`src/rtl/fetch_pkg.sv`:
```
// Shared types and constants for the instruction fetch stage.
// No logic; imported by pc_next_logic and instruction_fetch.
// No flow control of its own.
package fetch_pkg;

  typedef enum logic [1:0] {
    IDLE = 2'd0,
    RUN  = 2'd1,
    HALT = 2'd2
  } fetch_state_t;

  localparam logic [31:0] RESET_PC_DEFAULT  = 32'h0000_0000;
  localparam logic [31:0] NOP_INSTR_DEFAULT = 32'h0000_0000;
  localparam logic [31:0] PC_STEP           = 32'd4;

endpackage

```
`src/rtl/pc_next_logic.sv`:
```
// Next-PC and IF/ID action select for the fetch stage.
// Purely combinational, zero latency.
// Stall holds the PC; redirect overrides stall; halt and trap freeze everything.
// Ports: run_i (FSM in RUN), halt_i, redirect_i, redirect_target_i, stall_i,
//        flush_i, pc_i -> next_pc_o, load_ifid_o, bubble_o, trap_o.
module pc_next_logic
  import fetch_pkg::*;
(
  input  logic        run_i,
  input  logic        halt_i,
  input  logic        redirect_i,
  input  logic [31:0] redirect_target_i,
  input  logic        stall_i,
  input  logic        flush_i,
  input  logic [31:0] pc_i,
  output logic [31:0] next_pc_o,
  output logic        load_ifid_o,
  output logic        bubble_o,
  output logic        trap_o
);

  logic [31:0] pc_plus4;
  assign pc_plus4 = pc_i + PC_STEP;  // wraps modulo 2^32 by width

  always_comb begin
    next_pc_o   = pc_i;
    load_ifid_o = 1'b0;
    bubble_o    = 1'b0;
    trap_o      = 1'b0;
    if (run_i) begin
      if (halt_i) begin
        // Halt wins over everything, including a misaligned redirect.
        next_pc_o = pc_i;
      end else if (redirect_i && (redirect_target_i[1:0] != 2'b00)) begin
        trap_o = 1'b1;
      end else if (redirect_i) begin
        next_pc_o = redirect_target_i;
        bubble_o  = 1'b1;
      end else if (stall_i) begin
        // PC holds; IF/ID either holds or is squashed.
        bubble_o = flush_i;
      end else if (flush_i) begin
        next_pc_o = pc_plus4;
        bubble_o  = 1'b1;
      end else begin
        next_pc_o   = pc_plus4;
        load_ifid_o = 1'b1;
      end
    end
  end

endmodule

```
`src/rtl/instruction_fetch.sv`:
```
// Fetch stage: owns the PC, drives a combinational imem, registers IF/ID.
// Latency: 1 cycle from imem_address to if_id_* outputs.
// Stall holds PC and IF/ID; flush/redirect insert a bubble; halt/trap stop fetch.
// Ports: clk, rst_n; control start/halt/stall/flush/redirect/redirect_target;
//        imem_address/imem_instruction; IF/ID outputs, fetch_count, running,
//        misaligned_err (sticky until restart from HALT).
module instruction_fetch
  import fetch_pkg::*;
#(
  parameter logic [31:0] RESET_PC  = RESET_PC_DEFAULT,
  parameter logic [31:0] NOP_INSTR = NOP_INSTR_DEFAULT
) (
  input  logic        clk,
  input  logic        rst_n,
  input  logic        start,
  input  logic        halt,
  input  logic        stall,
  input  logic        flush,
  input  logic        redirect,
  input  logic [31:0] redirect_target,
  output logic [31:0] imem_address,
  input  logic [31:0] imem_instruction,
  output logic [31:0] if_id_instr,
  output logic [31:0] if_id_pc,
  output logic [31:0] if_id_pc_plus4,
  output logic        if_id_valid,
  output logic [31:0] fetch_count,
  output logic        running,
  output logic        misaligned_err
);

  fetch_state_t state_q, state_d;
  logic [31:0]  pc_q, pc_d;
  logic [31:0]  instr_q, instr_d;
  logic [31:0]  ifpc_q, ifpc_d;
  logic [31:0]  ifpc4_q, ifpc4_d;
  logic [31:0]  cnt_q, cnt_d;
  logic         valid_q, valid_d;
  logic         err_q, err_d;

  logic         run;
  logic [31:0]  next_pc;
  logic         load_ifid;
  logic         bubble;
  logic         trap;

  assign run = (state_q == RUN);

  pc_next_logic u_pc_next (
    .run_i             (run),
    .halt_i            (halt),
    .redirect_i        (redirect),
    .redirect_target_i (redirect_target),
    .stall_i           (stall),
    .flush_i           (flush),
    .pc_i              (pc_q),
    .next_pc_o         (next_pc),
    .load_ifid_o       (load_ifid),
    .bubble_o          (bubble),
    .trap_o            (trap)
  );

  always_comb begin
    state_d = state_q;
    pc_d    = pc_q;
    instr_d = instr_q;
    ifpc_d  = ifpc_q;
    ifpc4_d = ifpc4_q;
    cnt_d   = cnt_q;
    valid_d = valid_q;
    err_d   = err_q;
    unique case (state_q)
      IDLE: begin
        valid_d = 1'b0;
        if (start) state_d = RUN;  // PC kept; first capture on the next edge
      end
      HALT: begin
        valid_d = 1'b0;
        if (start) begin
          state_d = RUN;
          pc_d    = RESET_PC;
          err_d   = 1'b0;
        end
      end
      RUN: begin
        if (halt) begin
          state_d = HALT;
          valid_d = 1'b0;
        end else if (trap) begin
          state_d = HALT;
          valid_d = 1'b0;
          err_d   = 1'b1;
        end else begin
          pc_d = next_pc;
          if (bubble) begin
            valid_d = 1'b0;
            instr_d = NOP_INSTR;
          end else if (load_ifid) begin
            instr_d = imem_instruction;
            ifpc_d  = pc_q;
            ifpc4_d = pc_q + PC_STEP;
            valid_d = 1'b1;
            cnt_d   = cnt_q + 32'd1;
          end
        end
      end
      default: state_d = IDLE;
    endcase
  end

  always_ff @(posedge clk or negedge rst_n) begin
    if (!rst_n) begin
      state_q <= IDLE;
      pc_q    <= RESET_PC;
      instr_q <= NOP_INSTR;
      ifpc_q  <= 32'h0;
      ifpc4_q <= 32'h0;
      cnt_q   <= 32'h0;
      valid_q <= 1'b0;
      err_q   <= 1'b0;
    end else begin
      state_q <= state_d;
      pc_q    <= pc_d;
      instr_q <= instr_d;
      ifpc_q  <= ifpc_d;
      ifpc4_q <= ifpc4_d;
      cnt_q   <= cnt_d;
      valid_q <= valid_d;
      err_q   <= err_d;
    end
  end

  assign imem_address   = pc_q;
  assign if_id_instr    = instr_q;
  assign if_id_pc       = ifpc_q;
  assign if_id_pc_plus4 = ifpc4_q;
  assign if_id_valid    = valid_q;
  assign fetch_count    = cnt_q;
  assign running        = run;
  assign misaligned_err = err_q;

endmodule
```
`config.mk`:
```
export PLATFORM = sky130hd
export DESIGN_NAME = instruction_fetch
export DESIGN_NICKNAME = d
export VERILOG_FILES = /design/src/rtl/fetch_pkg.sv /design/src/rtl/pc_next_logic.sv /design/src/rtl/instruction_fetch.sv
export SDC_FILE = /design/constraint.sdc
export NUM_CORES = 1
export LEC_CHECK = 0
export ABC_AREA = 1
export CORE_MARGIN = 2
export CORE_UTILIZATION = 52
export CTS_CLUSTER_DIAMETER = 40
export DETAILED_ROUTE_END_ITERATION = 16
export PLACE_DENSITY = 0.86
export SLEW_MARGIN = 20
export SYNTH_ARGS = -nofsm -noshare
export SYNTH_HDL_FRONTEND = slang
export SYNTH_SLANG_ARGS = --single-unit
```
`constraint.sdc`:
```
create_clock -name clk -period 4.8 [get_ports clk]
set_clock_uncertainty 0.1 [all_clocks]
set_input_delay 0.96 -clock clk [delete_from_list [all_inputs] [get_ports clk]]
set_output_delay 0.96 -clock clk [all_outputs]
set_load 0.02 [all_outputs]
```
# == Word-level counts from Yosys, hierarchy flattened ==
# Cells that the tools add are included.
# totals
reg_bits,164
inputBits,71
output_inout_bits,163
elab_cells,74
# op_classes
addsub,2
n_eq_ne,11
muxes,37
bitwise_logic,3
reduce_logical,13
# ops
operator,n
$mux 32,8
$pmux 32 s2,1
$add 32x1->32 const B,1
$add 32x3->32 const B,1
$mux 1,22
$ne 2x2->1 const B,4
$reduce_and 4->1,2
$reduce_bool 2->1,4
$mux 2,3
$reduce_and 6->1,1
$ne 5x2->1 const B,1
$reduce_and 5->1,1
$ne 2x1->1 const B,2
$pmux 1 s2,2
$pmux 2 s2,1
$reduce_and 2->1,2
$ne 3x2->1 const B,1
$ne 3x3->1 const B,1
$not 1->1,3
$eq 2x1->1 const B,1
$eq 2x2->1 const B,1
$logic_not 2->1,1
$reduce_or 2->1,1
$logic_and 1x1->1,1

# == Depth between registers and ports, before layout ==
# logic_depth
word_depth,11
depth_mapped,11
depth_no_buf,11

# == Cells and area by module ==
# From an unflattened synthesis, not the netlist that was laid out.
# hier_totals
cells_unflattened,1247
area_unflattened_um2,9038.7
# by_module_without_submodules
module,instances,cells_per_inst,area_each_um2,seq_area_each_um2
instruction_fetch,1,930,7571.0,4053.9
pc_next_logic,1,317,1467.7,0.0

# == Worst setup path after synthesis ==
# OpenSTA, ideal clock, no wires.
# synth_timing
path_type,input to register
startpoint,input redirect
endpoint,register cnt_q[25] (netlist: fetch_count[25])
setup_time_ns,0.117
arrival_ns,1.822
required_time_ns,4.583
setup_slack_ns,2.761
cell_stages,10
path_buffers,0
cell_sequence,inv_2 -> nand2_1 -> nor2_2 -> nand2_4 -> nor2_2 -> nand2_1 -> nor2_2 -> nand2_1 -> nand2_1 -> nand2_1
# synth_via
elab_chain_len,6
word_cells_on_any_way,15
cone_classes,mux (11); bitwise (2); reduce/logical (2)
# synth_rtl
element,line,text
from (decl),instruction_fetch.sv:19,"input logic redirect,"
$mux 1 or $logic_and 1x1->1 (tied branches),"pc_next_logic.sv:36, pc_next_logic.sv:34",
$mux 1,pc_next_logic.sv:34,end else if (redirect_i && (redirect_target_i[1:0] != 2'b00)) begin
$mux 1,pc_next_logic.sv:31,if (halt_i) begin
$mux 1,pc_next_logic.sv:30,if (run_i) begin
$not 1->1 (no line),n/a,
$reduce_and 5->1 (no line) *,n/a,
to (signal assigned),instruction_fetch.sv:127,cnt_q <= cnt_d;
to (decl),instruction_fetch.sv:37,"logic [31:0] cnt_q, cnt_d;"
# Mark *: on every way between the ends. The rest lies on a longest branch, timed or not.
# A chain may end at the register's enable or synchronous reset.

# == Final worst setup path ==
# layout_timing
startpoint,input redirect
endpoint,register ifpc_q[21] (netlist: if_id_pc[21])
# layout_via
elab_chain_len,6
word_cells_on_any_way,15
cone_classes,mux (11); bitwise (2); reduce/logical (2)
# layout_rtl
element,line,text
$mux 1 or $logic_and 1x1->1 (tied branches),"pc_next_logic.sv:36, pc_next_logic.sv:34",
$mux 1,pc_next_logic.sv:34,
$mux 1,pc_next_logic.sv:31,
$mux 1,pc_next_logic.sv:30,
$not 1->1 (no line),n/a,
$reduce_and 5->1 (no line) *,n/a,
to (signal assigned),instruction_fetch.sv:125,ifpc_q <= ifpc_d;
to (decl),instruction_fetch.sv:35,"logic [31:0] ifpc_q, ifpc_d;"
# Marks and branches as above.

==> results_dict.tcl <==
set metrics [dict create \
    maxSlewHeadroom 0.2774 \
    worst-setup-path-type "in -> reg" \
    critical_path.reg2reg.endpoint "if_id_pc[21]" \
    postCtsSetupRepairBufs 0 \
    postLayoutCellArea_um2 11070 \
    post_synth_instance_area_um2 8119 \
    cpLargestDelayFamily "buffers and inverters" \
    synth.ff_latch_count 162 \
    placement.io_buffers 233 \
    timing.final.crit_share 0.6783 \
    data_required_time_of_the_critical_path_ps 4950 \
    power.ir.vdd_worst_uv 286.8 \
    fin_worst_hold_slack_ps 379.6 \
    rrSetupSlack_ps 2500 \
    reg_to_reg_critical_path_startpoint "state_q[0]" \
    setup_viol 0 \
    wl_per_cell_um 15.54 \
    critical_path.max_fanout 112 \
    route.antenna.remaining_nets 0 \
    final-hold-violation-count 0 \
    std_cell_rows 45 \
    dp_cells 1455 \
    start_util 0.5341 \
    outcome "finished clean" \
    die_height_um 129.0 \
    cts_hold_repair.buffers 0 \
    syn-num-nets 1145 \
    slew_violations 0 \
    vias 7915 \
    tritoncts.num_buffers 17 \
    ioPinCount 234 \
    fin_util 0.7282 \
    totalWireLength_um 23110 \
    residual_drc_count 0 \
    net-switching-power_mw 1.843 \
    drt_first_iter_violations 660 \
    cts.root.buffer_cell "sky130_fd_sc_hd__clkbuf_16" \
    combinational_share_of_power 0.352 \
    hold_critical_path_endpoint "if_id_pc_plus4[31]" \
    worst_r2r_path_depth 5 \
    post_route_cells_drive_above_1_share 0.05004 \
    first_global_vias 7570 \
    tritoncts_num_sinks 162 \
    clk_pin_slew_ps 60 \
    critical_path.n_buffers_inverters 3 \
    timing.hold.worst_path_depth 2 \
    dp_slack_ps 1172 \
    worst-slew-pin-transition_ps 1084 \
    clock_power_share 0.257 \
    finish.net_count 1359 \
    dieArea_um2 16630 \
    synthDominantCellAreaShare 0.4993 \
    powerDensity_nw_per_um2 462.0 \
    grt_setup_unrepaired "false" \
    p_leak_nw 5.101 \
    grt_pass1_wl_um 37520 \
    yosys_warn_count 0 \
    synth_largest_area_cell "sky130_fd_sc_hd__dfrtp_1" \
    finalWeightedCongestion 0.9228 \
    layout_setup_ws_ps 1544 \
    fp.dieW_um 129.0 \
    worstPathArrival_ps 3400 \
    final_cells 1487 \
    worst_setup_path_start_kind "input port" \
    maximum_buffer_depth_of_the_clock_tree 2 \
    worstSetupEndpointType "flop" \
    synthDistinctLibCells 33 \
    cts.repair.resized 0 \
    max_freq_ghz 0.3072 \
    sw_frac_of_total 0.3603 \
    num_antenna_cells 0 \
    grt_start_max_net_pins 113 \
    detail_route.vias_per_cell 5.323 \
    synth_area_leaders "sky130_fd_sc_hd__dfrtp_1, sky130_fd_sc_hd__nand2_1, sky130_fd_sc_hd__nand3_1" \
    hold_path_class "reg -> reg" \
    htree_num_levels 4 \
    overflow 0 \
    mean_area_per_synthesized_cell_um2 7.574 \
    antenna_violations_before_repair 0 \
    area_growth_syn_to_layout_pct 36.35 \
    placeableCoreArea_um2 15200 \
    max_stage_delay_ps 870 \
    internal_power_mw 3.272 \
    globalRouteTotalUtil 0.2847 \
    max_cap_violations 0 \
    gate_count_after_technology_mapping 1072 \
    totalNegativeSetupSlack_ps 0 \
    drt_pass1_iterations 5 \
    post-dp-hpwl_um 16380 \
    total_power_mw 5.115 \
    clk_latency_ps 420 \
    dpl_cell_area_um2 10510 \
    critical_path.cell_chain "clkdlybuf4s50_1, inv_2, nand2_1, nor2_2, nand2_4, buf_4, o21ai_0" \
    register_area_share_after_synthesis 0.4993 \
    period_minus_slack_ps 3256 \
    seq_power_share 0.391 \
    hold_path_startpoint "if_id_pc_plus4[31]" \
    tritoncts_clock_tree "built" \
    critical_path.slowest_cell "sky130_fd_sc_hd__buf_4" \
]
state kept, by name (all words and copies together), names as in the netlist:
| name | count |
|---|---|
| imem_address | 32 |
| misaligned_err | 1 |
| if_id_instr | 32 |
| if_id_pc | 32 |
| if_id_pc_plus4 | 30 |
| state_q | 2 |
| fetch_count | 32 |
| if_id_valid | 1 |
how the worst max path moves through the flow:
| stage | to | from | slack, ps | cells past startpoint |
|---|---|---|---|---|
| finish | if_id_pc[21] | redirect | 1540 | 7 |
| global route | fetch_count[23] | redirect | 1370 | 11 |
| CTS | if_id_pc_plus4[12] | redirect | 1610 | 7 |
| detailed placement | if_id_pc[16] | redirect | 1170 | 7 |
| global placement | if_id_pc_plus4[6] | redirect | 1250 | 7 |
| floorplan | fetch_count[25] | redirect | 2760 | 10 |
synthesized netlist by cell type, drive strengths merged:
| cell | count |
|---|---|
| or2 | 4 |
| xor2 | 15 |
| nand2 | 413 |
| and2 | 1 |
| o22ai | 4 |
| o21ai | 62 |
| nor3 | 2 |
| nand3b | 6 |
| o2bb2ai | 1 |
| a31oi | 10 |
| clkbuf | 7 |
| a21oi | 2 |
| xnor2 | 10 |
| mux2i | 1 |
| nor2 | 147 |
| nand3 | 116 |
| dfrtp | 162 |
| inv | 68 |
| nand4 | 2 |
| nor4 | 1 |
| ha | 2 |
| buf | 36 |
worst reg2reg max path: stages, from the launching register on:
cell and delay, ps:
sky130_fd_sc_hd__dfrtp_1 420, sky130_fd_sc_hd__nand2_4 140, sky130_fd_sc_hd__nor2_4 60, sky130_fd_sc_hd__nand2_4 240, sky130_fd_sc_hd__buf_4 870, sky130_fd_sc_hd__o21ai_0 300
per-layer routing:
metal	routed length, um	global-route usage	vias to the layer above	part of all wire
li1	-	-	3824	-
met3	1873	0.07360	48	0.081
met4	624	0.1055	0	0.027
met5	0	0	-	0
met2	11100	0.4644	337	0.48
met1	9508	0.3685	3706	0.41
layout by cell type, fill, tap and decap left out, types with 3 or more instances in the layout:
cell type,n
sky130_fd_sc_hd__nand3_1,113
sky130_fd_sc_hd__nand3b_1,6
sky130_fd_sc_hd__clkbuf_16,17
sky130_fd_sc_hd__o21ai_0,60
sky130_fd_sc_hd__o22ai_1,4
sky130_fd_sc_hd__nand2_1,407
sky130_fd_sc_hd__buf_4,3
sky130_fd_sc_hd__nor2_4,4
sky130_fd_sc_hd__nor2_2,7
sky130_fd_sc_hd__xnor2_1,10
sky130_fd_sc_hd__a31oi_1,10
sky130_fd_sc_hd__clkinvlp_4,3
sky130_fd_sc_hd__or2_2,4
sky130_fd_sc_hd__nand2_2,4
sky130_fd_sc_hd__xor2_1,15
sky130_fd_sc_hd__dfrtp_1,162
sky130_fd_sc_hd__clkbuf_1,5
sky130_fd_sc_hd__nor2_1,136
sky130_fd_sc_hd__inv_1,63
sky130_fd_sc_hd__clkdlybuf4s50_1,232
sky130_fd_sc_hd__inv_2,5
sky130_fd_sc_hd__clkinv_2,3
power by group through the flow:
stage	Combinational (mW)	Clock (mW)	Sequential, mW
final	1.80	1.31	2.00
after global routing	1.95	1.39	2.04
after CTS	1.81	1.33	1.99
after detailed placement	1.80	0	2.01
after global placement	1.77	0	2.00
after floorplan	0.529	0	2.34
cell families after synthesis:
| kind of cell | Yosys count | synth area share |
|---|---|---|
| buffers and inverters | 111 | 0.06211 |
| AOI/OAI and AO/OA | 79 | 0.05224 |
| DFF | 162 | 0.4993 |
| muxes | 1 | 0.001233 |
| xor gates and xnor gates | 25 | 0.02697 |
| adders and majority gates | 2 | 0.003082 |
| and+or+nand+nor | 692 | 0.3551 |
cell type report:
class,instances,area [um2]
fillers,1163,4131
inverters,68,255.2
flip-flops and latches,162,4054
repair buffers,238,2396
clock buffers,23,457.9
multi-input cells,799,3566
well taps,188,235.2
clock inverters,9,106.4
Power figures use the tool's default switching activity.
